`src/rtl/serial_adder.sv`:
```
// serial_adder: multi-cycle ripple adder, DIGIT bits per clock, LSB digit first.
// Operands arrive over an in_valid/in_ready handshake; the sum and carry-out
// leave over an out_valid/out_ready handshake.
// Optional feature macro: SERIAL_ADDER_SUB_EN adds the sub port (a - b).
module serial_adder #(
    parameter int WIDTH = 16,
    parameter int DIGIT = 4
) (
    input  logic             clk,
    input  logic             rst_n,
    input  logic             in_valid,
    output logic             in_ready,
    input  logic [WIDTH-1:0] a,
    input  logic [WIDTH-1:0] b,
    input  logic             ci,
`ifdef SERIAL_ADDER_SUB_EN
    input  logic             sub,
`endif
    output logic             out_valid,
    input  logic             out_ready,
    output logic [WIDTH-1:0] s,
    output logic             co,
    output logic             busy
);

    localparam int NDIG = WIDTH / DIGIT;
    localparam int KW   = (NDIG > 1) ? $clog2(NDIG) : 1;
    localparam logic [KW-1:0] KLAST = KW'(NDIG - 1);

    localparam logic [1:0] ST_IDLE = 2'd0;
    localparam logic [1:0] ST_RUN  = 2'd1;
    localparam logic [1:0] ST_DONE = 2'd2;

    logic [1:0]       state_q, state_d;
    logic [KW-1:0]    k_q;
    logic             carry_q;
    logic [WIDTH-1:0] a_q, b_q;
    logic [WIDTH-1:0] s_q;
    logic             co_q;
    logic [DIGIT:0]   dsum_d;
    logic [WIDTH-1:0] b_eff;
    logic             c_eff;

    // Operand conditioning at acceptance: subtraction is a + ~b + 1.
`ifdef SERIAL_ADDER_SUB_EN
    assign b_eff = sub ? ~b : b;
    assign c_eff = sub ? 1'b1 : ci;
`else
    assign b_eff = b;
    assign c_eff = ci;
`endif

    // One digit of the ripple: current digits of A and B plus the stored carry.
    always_comb begin
        dsum_d = {1'b0, a_q[k_q*DIGIT +: DIGIT]}
               + {1'b0, b_q[k_q*DIGIT +: DIGIT]}
               + {{DIGIT{1'b0}}, carry_q};
    end

    // Next-state logic for the IDLE -> RUN -> DONE sequence.
    always_comb begin
        state_d = state_q;
        case (state_q)
            ST_IDLE: if (in_valid)       state_d = ST_RUN;
            ST_RUN:  if (k_q == KLAST)   state_d = ST_DONE;
            ST_DONE: if (out_ready)      state_d = ST_IDLE;
            default:                     state_d = ST_IDLE;
        endcase
    end

    // State register; reset discards any operation in flight.
    always_ff @(posedge clk or negedge rst_n) begin
        if (!rst_n) state_q <= ST_IDLE;
        else        state_q <= state_d;
    end

    // Datapath: latch operands in IDLE, write one sum digit per RUN cycle.
    always_ff @(posedge clk or negedge rst_n) begin
        if (!rst_n) begin
            k_q     <= '0;
            carry_q <= 1'b0;
            a_q     <= '0;
            b_q     <= '0;
            s_q     <= '0;
            co_q    <= 1'b0;
        end else begin
            case (state_q)
                ST_IDLE: begin
                    if (in_valid) begin
                        a_q     <= a;
                        b_q     <= b_eff;
                        carry_q <= c_eff;
                        k_q     <= '0;
                    end
                end
                ST_RUN: begin
                    s_q[k_q*DIGIT +: DIGIT] <= dsum_d[DIGIT-1:0];
                    carry_q                 <= dsum_d[DIGIT];
                    if (k_q == KLAST) co_q <= dsum_d[DIGIT];
                    else              k_q  <= k_q + 1'b1;
                end
                default: ;
            endcase
        end
    end

    assign in_ready  = (state_q == ST_IDLE);
    assign out_valid = (state_q == ST_DONE);
    assign busy      = (state_q != ST_IDLE);
    assign s         = s_q;
    assign co        = co_q;

endmodule

```
`config.mk`:
```
export PLATFORM = sky130hd
export DESIGN_NAME = serial_adder
export DESIGN_NICKNAME = d
export VERILOG_FILES = /design/src/rtl/serial_adder.sv
export SDC_FILE = /design/constraint.sdc
export NUM_CORES = 1
export LEC_CHECK = 0
export CAP_MARGIN = 20
export CORE_ASPECT_RATIO = 0.75
export CORE_UTILIZATION = 45
export CTS_BUF_LIST = sky130_fd_sc_hd__clkbuf_16
export CTS_CLUSTER_DIAMETER = 120
export DETAILED_ROUTE_END_ITERATION = 12
export PLACE_DENSITY = 0.84
export REMOVE_ABC_BUFFERS = 1
export SYNTH_ARGS = -nofsm -noshare
export SYNTH_HDL_FRONTEND = slang
export SYNTH_SLANG_ARGS = --single-unit
```
`constraint.sdc`:
```
create_clock -name clk -period 2.6 [get_ports clk]
set_input_delay 0.52 -clock clk [delete_from_list [all_inputs] [get_ports clk]]
set_output_delay 0.52 -clock clk [all_outputs]
set_load 0.05 [all_outputs]
```
==> flow_metrics.tcl, run 1 <==
set metrics [dict create \
    status "finished clean" \
    critical_path.startpoint_type "flip-flop" \
    max_freq_ghz 0.406 \
    antenna_diodes 0 \
    synth-seq-area-share_pct 52.8 \
    yosys_warnings 0 \
    ctsRootBufferMaster "clkbuf_16" \
    initial_core_utilization_pct 47.3 \
    setup.worst_path.end_class "flip-flop" \
    cts_tree "done" \
    overall_routing_resource_usage_pct 19.5 \
    synth_enable_flop_cells 0 \
    path_category_of_the_worst_min_delay_check "primary input to async pin" \
    power.density_mw_per_mm2 1500 \
    std_cell_rows 23 \
    clock_tree.htree_level_count 2 \
    drt-wirelength-per-cell_um 16.5 \
    synthesized_area_per_cell_um2 14.1 \
    layout.nets 289 \
    detailroute.via_count 1700 \
    hold_violations_final 0 \
    critical_path_arrival_ns 2.62 \
    die_x_um 89.1 \
    worst-endpoint-required_ns 2.76 \
    maxSlewViolCount 0 \
    vias_per_cell 5.36 \
    period_minus_slack_ns 2.47 \
    async_flop_share_pct 100 \
    critical-path-slowest-cell "mux4_2" \
    worst_pin_slew_ns 0.667 \
    first_iter_violations 49 \
    drt-pass1-iter-count 4 \
    final.setup_skew_ns 0.00811 \
    preCtsSetupSlack_ns 0.124 \
    numPortBuffers 56 \
    grt_antenna_before_repair 0 \
    final_util_pct 62.2 \
    grt_setup_unrepaired "false" \
    synthCells 181 \
    ir_drop_v 0.000675 \
    clk_pin_slew_worst_paths_ns 0.07 \
    vias_in_the_first_global_route 1720 \
    crit_path_max_fanout 4 \
    timing.critical_path.buf_inv 0 \
    maxCapViolations 0 \
    hold_buffers 0 \
    timing.final.ws_setup_ns 0.135 \
    number_of_nets_with_antenna_violations_after_detailed_routing 0 \
    post_cts_buffers 0 \
    area_added_between_synthesis_and_finish_pct 31.7 \
    crit_path_frequent_cell "fa_1" \
    leakagePower_uw 0.00141 \
    synth-seq-cells 54 \
    report.power.total_uw 5050 \
    yosysUniqueCellTypes 37 \
    critical_path.cell_chain "mux4_2, fa_1, fa_1, xnor2_1, o21ai_0" \
    final.period_utilization_pct 94.8 \
    numCtsBuffers 5 \
    drive_gt1_share_pct 24.4 \
    setup_total_negative_slack_ns 0 \
    cp_top_family "adder cells" \
    routabilityCongestion 0.829 \
    timing.max_slew.rel_slack_pct 55.6 \
    mappedNetlistArea_mm2 0.00256 \
    boundaryPins 57 \
    cpPeakStageDelay_ns 0.54 \
    die_area_mm2 0.00599 \
    detailed_place_hpwl_um 3810 \
    grt_overflow 0 \
    path_class "flip-flop to flip-flop" \
    cts_max_path_buffers 2 \
    regToRegSetupSlack_ns 0.13 \
    worstSkewPairLatency_ns 0.29 \
    endpoints_failing_setup 0 \
    detail_route.drc_violations 0 \
    grt_pass1_wl_um 8510 \
    primary_ff_master_synth "dfrtp_1" \
    chipHeight_um 67.3 \
    clock_sink_count 54 \
    postRouteWirelength_um 5240 \
    core_mm2 0.00541 \
    grt_start_max_net_pins 55 \
]
## report_power, final
group	internal (µW)	switching (µW)	leakage (µW)
clock network	454	305	0.0000760
registers	1240	272	0.000669
logic	1260	1520	0.000663
total	2950	2090	0.00141
## worst reg2reg max path, delay by kind of cell (launching register included)
kind	cells	cell delay, ns
compound gates	1	0.15
xor+xnor	1	0.35
fa+ha+maj	2	0.88
flops	1	0.41
mux	1	0.54
## cells in the final DEF (no fill, tap or decap), types with 2 or more instances in the layout
cell / netlist / routed
fa_1: 2 / 2
buf_4: 5 / 5
o21ai_0: 2 / 2
ha_1: 9 / 9
dfrtp_1: 54 / 54
inv_1: 5 / 5
mux2_2: 32 / 32
clkdlybuf4s50_1: 0 / 55
nor2_1: 4 / 4
nand3b_1: 4 / 4
or2_2: 2 / 2
a21oi_1: 3 / 2
nor2b_1: 4 / 4
clkinvlp_4: 0 / 2
o31ai_1: 6 / 6
clkbuf_16: 0 / 5
nand2_1: 8 / 8
mux4_2: 8 / 8
a22o_1: 12 / 12
## cells in the mapped netlist, types with 2 or more instances
master,n,area (µm²)
dfrtp_1,54,1350
nor2_1,4,15.0
mux2_2,32,360
a21oi_1,3,15.0
nand3b_1,4,30.0
o21ai_0,2,10.0
a22o_1,12,105
buf_4,5,37.5
or2_2,2,12.5
nand2_1,8,30.0
mux4_2,8,180
nor2b_1,4,25.0
o31ai_1,6,45.0
inv_1,5,18.8
ha_1,9,113
fa_1,2,40.0
## through the flow
step	hold WS (ns)	area, µm²	cells
2_1_floorplan	0.224	2510	173
3_3_place_gp	0.466	3190	309
3_5_place_dp	0.475	3190	309
4_1_cts	0.376	3360	317
5_1_grt	0.428	3370	317
6_report	0.348	3370	317
## logic make-up (layout without fill, tap and decap cells)
family	Yosys count	after routing	share of synthesized area [%]
muxes	42	42	22.0
and+or+nand+nor	32	32	7.83
buffers and inverters	13	74	2.74
adders and majority gates	11	11	5.97
DFF	54	54	52.8
AOI/OAI and AO/OA	28	28	8.32
xor gates and xnor gates	1	1	0.343
## worst paths after layout
check	from	endpoint	depth (start not counted)
min in group clk	s[15]	s[15]	2
worst min-delay path	rst_n	s[11]	2
max in group asynchronous	rst_n	a_q[10]	2
worst max register to register	k_q[0]	s[14]	5
worst max-delay path	k_q[0]	s[14]	5
worst min register to register	s[15]	s[15]	2
## flip-flops by register name, summed over array words and instances (netlist names)
register  flops
a_q          16
co            1
carry_q       1
state_q       2
s            16
k_q           2
b_q          16
## metal layers
metal  global-route usage (%)  wire length (µm)  vias up
li1                         -                 -      781
met1                     26.2              2410      859
met2                     31.1              2480       50
met3                     5.26               276       10
met4                     5.95                73        0
met5                        0                 0        -
## repair_timing
action                                 4_1_cts  5_1_grt
endpoints found under the hold margin        0        0
resized for setup                            0        1
setup endpoints to repair                    0        1
## cell type report
cell class	count	area, µm²
flip-flops and latches	54	1350
repair buffers	61	593
clock buffers	5	125
multi-input cells	114	1140
clock inverters	3	45.0
inverters	5	18.8
fillers	432	2040
well taps	75	93.8
(Power assumes the default switching activity.)
==> inputs of run 2 (changes only) <==
--- a/config.mk
+++ b/config.mk
@@ -7,12 +7,13 @@
 export LEC_CHECK = 0
 export CAP_MARGIN = 20
 export CORE_ASPECT_RATIO = 0.75
-export CORE_UTILIZATION = 45
+export CORE_UTILIZATION = 50
 export CTS_BUF_LIST = sky130_fd_sc_hd__clkbuf_16
 export CTS_CLUSTER_DIAMETER = 120
 export DETAILED_ROUTE_END_ITERATION = 12
-export PLACE_DENSITY = 0.84
+export PLACE_DENSITY = 0.88
 export REMOVE_ABC_BUFFERS = 1
+export SETUP_SLACK_MARGIN = 0.05
 export SYNTH_ARGS = -nofsm -noshare
 export SYNTH_HDL_FRONTEND = slang
 export SYNTH_SLANG_ARGS = --single-unit
==> constraint.sdc (replaced) <==
create_clock -name clk -period 2.4 [get_ports clk]
set_input_delay 0.48 -clock clk [delete_from_list [all_inputs] [get_ports clk]]
set_output_delay 0.48 -clock clk [all_outputs]
set_load 0.05 [all_outputs]
==> run 2 against run 1 <==
  * The run now ends with design-rule violations left
  * Register-to-register slack worse by 0.05 ns
  * Total power increased by 7.0%
  * Wire length fell by 2.9%
  * First-iteration DRC count increased by 130%
  * Largest cell class unchanged
  * Global-route usage up 2.1 points
  * Combinational power up 10%
==> flow_metrics.tcl, run 2 (synthesized netlist as in run 1, its figures left out) <==
set metrics [dict create \
    post_cts_buffers 0 \
    overall_routing_resource_usage_pct 21.6 \
    ir_drop_v 0.000826 \
    numCtsBuffers 5 \
    worst-endpoint-required_ns 2.56 \
    die_x_um 84.6 \
    number_of_nets_with_antenna_violations_after_detailed_routing 0 \
    period_minus_slack_ns 2.31 \
    grt_start_max_net_pins 33 \
    vias_in_the_first_global_route 1742 \
    drt-wirelength-per-cell_um 16.9 \
    hold_buffers 0 \
    status "finished, violations left" \
    layout.cells.most_common "dfrtp_1" \
    vias_per_cell 5.59 \
    setup_total_negative_slack_ns 0 \
    critical_path_arrival_ns 2.47 \
    endpoints_failing_setup 0 \
    postRouteWirelength_um 5090 \
    ctsRootBufferMaster "clkbuf_16" \
    chipHeight_um 63.9 \
    timing.max_slew.rel_slack_pct 58.8 \
    setup.worst_path.end_class "flip-flop" \
    final_util_pct 68.5 \
    violations "design-rule violations" \
    detail_route.drc_violations 3 \
    die_area_mm2 0.00541 \
    std_cell_rows 22 \
    power.density_mw_per_mm2 1610 \
    cts_tree "done" \
    layout.filler_cells 367 \
    critical_path.startpoint_type "flip-flop" \
    leakagePower_uw 0.00142 \
    grt_antenna_before_repair 0 \
    routabilityCongestion 0.763 \
    report.power.total_uw 5400 \
    grt_pass1_wl_um 8810 \
    numPortBuffers 56 \
    cts_max_path_buffers 2 \
    path_category_of_the_worst_min_delay_check "primary input to async pin" \
    core_mm2 0.00490 \
    final_cell_mix "53 x dfrtp_1, 52 x clkdlybuf4s50_1, 32 x mux2_2, 12 x a22o_1" \
    rr_worst_depth 6 \
    max_freq_ghz 0.433 \
    layout.nets 288 \
    maxCapViolations 0 \
    clock_sink_count 54 \
    detailroute.via_count 1682 \
    drive_gt1_share_pct 25.7 \
    drt-pass1-iter-count 8 \
    clock_tree.htree_level_count 2 \
    maxSlewViolCount 0 \
    grt_overflow 0 \
    clk_pin_slew_worst_paths_ns 0.07 \
    area_added_between_synthesis_and_finish_pct 31.3 \
    detailed_place_hpwl_um 3620 \
    path_class "flip-flop to flip-flop" \
    first_iter_violations 114 \
    hold_violations_final 0 \
    antenna_diodes 0 \
    final.period_utilization_pct 96.3 \
    final.setup_skew_ns 0.00225 \
    boundaryPins 57 \
    initial_core_utilization_pct 52.2 \
    worstSkewPairLatency_ns 0.29 \
    worst_pin_slew_ns 0.617 \
    crit_path_max_fanout 3 \
    grt_setup_unrepaired "true" \
]
## run 2: changes by cell type in the layout (fill, tap and decap cells not counted), sizes merged
cell           previous run  this run
inv                       5         6
bufinv                    1         0
buf                       6         5
clkdlybuf4s50            55        52
clkinv                    0         2
dlymetal6s2s              0         1
dlygate4sd2               0         2
clkinvlp                  2         0
## run 2: path summary, 6_finish.rpt
check / startpoint / end / slack, ns
worst max-delay path: k_q[0] / carry_q / 0.09
max in group asynchronous: rst_n / a_q[15] / 1.64
worst min-delay path: rst_n / s[11] / 0.20
min in group clk: s[10] / s[10] / 0.49
worst min register to register: s[10] / s[10] / 0.49
worst max register to register: k_q[0] / carry_q / 0.09
## run 2: power breakdown
part | switching, µW | total [µW] | internal [µW]
clock network | 316 | 694 | 378
registers | 298 | 1640 | 1340
logic | 1650 | 3070 | 1420
## run 2: layer usage
layer  vias up  GRT usage [%]  share of wire (%)
li1        785              -                  -
met1       834           30.4                 47
met5         -              0                  0
met3         5           3.88                4.4
met4         0           7.63                1.2
met2        58           34.0                 48
## run 2: worst max-delay path, stage by stage, from the launching register on
cell	delay (ns)
dfrtp_2	0.41
mux4_2	0.53
fa_2	0.39
fa_2	0.38
a21o_1	0.21
a21oi_2	0.16
a221oi_1	0.10
## run 2: per-stage QoR
step / hold WS (ns) / area, µm² / setup slack, ns / std cells
after floorplan: 0.184 / 2510 / -0.320 / 173
after global routing: 0.242 / 3360 / 0.00298 / 301
after CTS: 0.218 / 3350 / 0.0355 / 301
after detailed placement: 0.477 / 3190 / -0.0784 / 293
after global placement: 0.459 / 3190 / -0.0293 / 293
final: 0.198 / 3360 / 0.0893 / 301
## run 2: cell type report
| type | instances | area (µm²) | area share (%) |
|---|---|---|---|
| flip-flops and latches | 54 | 1350 | 40.3 |
| repair buffers | 60 | 614 | 18.3 |
| clock inverters | 3 | 12.5 | 0.373 |
| inverters | 5 | 18.8 | 0.559 |
| multi-input cells | 114 | 1160 | 34.5 |
| clock buffers | 5 | 125 | 3.73 |
| well taps | 60 | 75.1 | 2.24 |
## run 2: repair_timing
| item | CTS | global route |
|---|---|---|
| endpoints found under the setup margin | 12 | 9 |
| resized for setup | 8 | 4 |
| pin swaps | 0 | 0 |
| hold endpoints to repair | 0 | 0 |
==> inputs of run 3 (changes only) <==
--- a/config.mk
+++ b/config.mk
@@ -6,14 +6,15 @@
 export NUM_CORES = 1
 export LEC_CHECK = 0
 export CAP_MARGIN = 20
-export CORE_ASPECT_RATIO = 0.75
-export CORE_UTILIZATION = 50
+export CORE_ASPECT_RATIO = 1.1
+export CORE_UTILIZATION = 35
 export CTS_BUF_LIST = sky130_fd_sc_hd__clkbuf_16
 export CTS_CLUSTER_DIAMETER = 120
 export DETAILED_ROUTE_END_ITERATION = 12
-export PLACE_DENSITY = 0.88
+export PLACE_DENSITY = 0.68
 export REMOVE_ABC_BUFFERS = 1
 export SETUP_SLACK_MARGIN = 0.05
+export SKIP_LAST_GASP = 1
 export SYNTH_ARGS = -nofsm -noshare
 export SYNTH_HDL_FRONTEND = slang
 export SYNTH_SLANG_ARGS = --single-unit
==> run 3 against run 2 <==
  * The run now ends clean
  * Worst setup slack worse by 0.027 ns
  * Total power is 0.11% higher
  * Via count is 1.7% lower
  * Die area is 42% higher
  * Critical endpoint is now co
  * Largest cell class unchanged
==> flow_metrics.tcl, run 3 (synthesized netlist as in run 1, its figures left out) <==
set metrics [dict create \
    status "finished clean" \
    power.density_mw_per_mm2 1590 \
    detailed_place_hpwl_um 3680 \
    drt-pass1-iter-count 4 \
    routabilityCongestion 0.739 \
    detailroute.via_count 1654 \
    grt_pass1_wl_um 8740 \
    antenna_diodes 0 \
    grt_start_max_net_pins 46 \
    layout.cells.most_common "dfrtp_1" \
    area_added_between_synthesis_and_finish_pct 33.5 \
    critical_path.startpoint_type "flip-flop" \
    final.period_utilization_pct 97.4 \
    die_x_um 83.5 \
    route.met2.wl_um 2390 \
    layout.nets 291 \
    ctsRootBufferMaster "clkbuf_16" \
    clk_pin_slew_worst_paths_ns 0.07 \
    grt_antenna_before_repair 0 \
    timing.max_slew.rel_slack_pct 66.4 \
    core_mm2 0.00705 \
    period_minus_slack_ns 2.34 \
    setup.worst_path.end_class "flip-flop" \
    vias_per_cell 5.03 \
    vias_in_the_first_global_route 1787 \
    detail_route.drc_violations 0 \
    overall_routing_resource_usage_pct 14.5 \
    highest_layer "met4" \
    initial_core_utilization_pct 36.3 \
    chipHeight_um 91.7 \
    crit_path_max_fanout 4 \
    path_category_of_the_worst_min_delay_check "primary input to async pin" \
    layout.filler_cells 643 \
    die_area_mm2 0.00765 \
    leakagePower_uw 0.00145 \
    clock_tree.htree_level_count 2 \
    endpoints_failing_setup 0 \
    postRouteWirelength_um 4980 \
    numCtsBuffers 5 \
    regToRegSetupSlack_ns 0.06 \
    first_iter_violations 96 \
    maxSlewViolCount 0 \
    numPortBuffers 56 \
    cts_tree "done" \
    number_of_nets_with_antenna_violations_after_detailed_routing 0 \
    cts_max_path_buffers 2 \
    drive_gt1_share_pct 26.6 \
    std_cell_rows 32 \
    worst-endpoint-required_ns 2.56 \
    route.met3.wl_um 203 \
    hold_buffers 0 \
    grt_overflow 0 \
    drt-wirelength-per-cell_um 15.1 \
    worstSkewPairLatency_ns 0.29 \
    timing.final.ws_setup_ns 0.0619 \
    grt_setup_unrepaired "true" \
    worst_pin_slew_ns 0.503 \
    clock_sink_count 54 \
    max_freq_ghz 0.428 \
    setup_total_negative_slack_ns 0 \
    hold_violations_final 0 \
    path_class "flip-flop to flip-flop" \
    final.setup_skew_ns 0.00859 \
    final_util_pct 48.4 \
    final_cell_mix "53 x dfrtp_1, 52 x clkdlybuf4s50_1, 32 x mux2_2, 12 x a22o_1, 9 x ha_1" \
    maxCapViolations 0 \
    preCtsSetupSlack_ns -0.101 \
    critical_path_arrival_ns 2.50 \
    boundaryPins 57 \
    routedLengthMet1_um 2310 \
    ir_drop_v 0.000809 \
    place_inst 321 \
    post_layout_nonfiller_instances 329 \
]
run 3: layout make-up:
cell class,instances,area (µm²),area share [%]
clock inverter,3,12.5,0.367
sequential,54,1350,39.6
inverter,5,18.8,0.550
multi-input combinational,114,1160,33.9
clock buffer,5,125,3.67
timing repair buffer,63,639,18.7
tap,85,106,3.12
run 3: path summary, 6_finish.rpt:
| path | from | to | cells after the start |
|---|---|---|---|
| min in group clk | b_q[15] | b_q[15] | 1 |
| hold / removal | rst_n | b_q[14] | 1 |
| setup reg to reg | k_q[0] | co | 6 |
| setup / recovery | k_q[0] | co | 6 |
| hold reg to reg | b_q[15] | b_q[15] | 1 |
| max in group asynchronous | rst_n | k_q[0] | 2 |
run 3: metal layers:
layer	vias to the layer above	global-route usage, %
li1	793	-
met1	810	19.9
met2	43	23.1
met3	8	3.15
met4	0	4.66
met5	-	0
run 3: power breakdown:
part           total (µW)  internal (µW)  leakage (µW)  switching, µW
clock network         687            378     0.0000724            309
registers            1600           1340      0.000668            252
logic                3130           1480      0.000706           1650
run 3: critical path: stages (launching register included):
cell and delay (ns):
dfrtp_2 0.42, mux4_2 0.54, fa_2 0.41, fa_2 0.40, a21o_1 0.18, a21oi_2 0.15, a31oi_1 0.10
run 3: timing repair:
| item | in CTS | in global routing |
|---|---|---|
| endpoints found under the setup margin | 10 | 12 |
| cloned | 0 | 0 |
| buffers inserted | 0 | 0 |
| gates resized for setup | 4 | 5 |
| pin swaps | 0 | 6 |
run 3: per-stage QoR:
step	cell area (µm²)	total power [µW]	hold WS [ns]
5_1_grt	3410	5790	0.0610
6_report	3410	5410	0.0544
3_3_place_gp	3240	4550	0.358
4_1_cts	3390	5370	0.0586
2_1_floorplan	2510	3660	0.184
3_5_place_dp	3240	4600	0.364
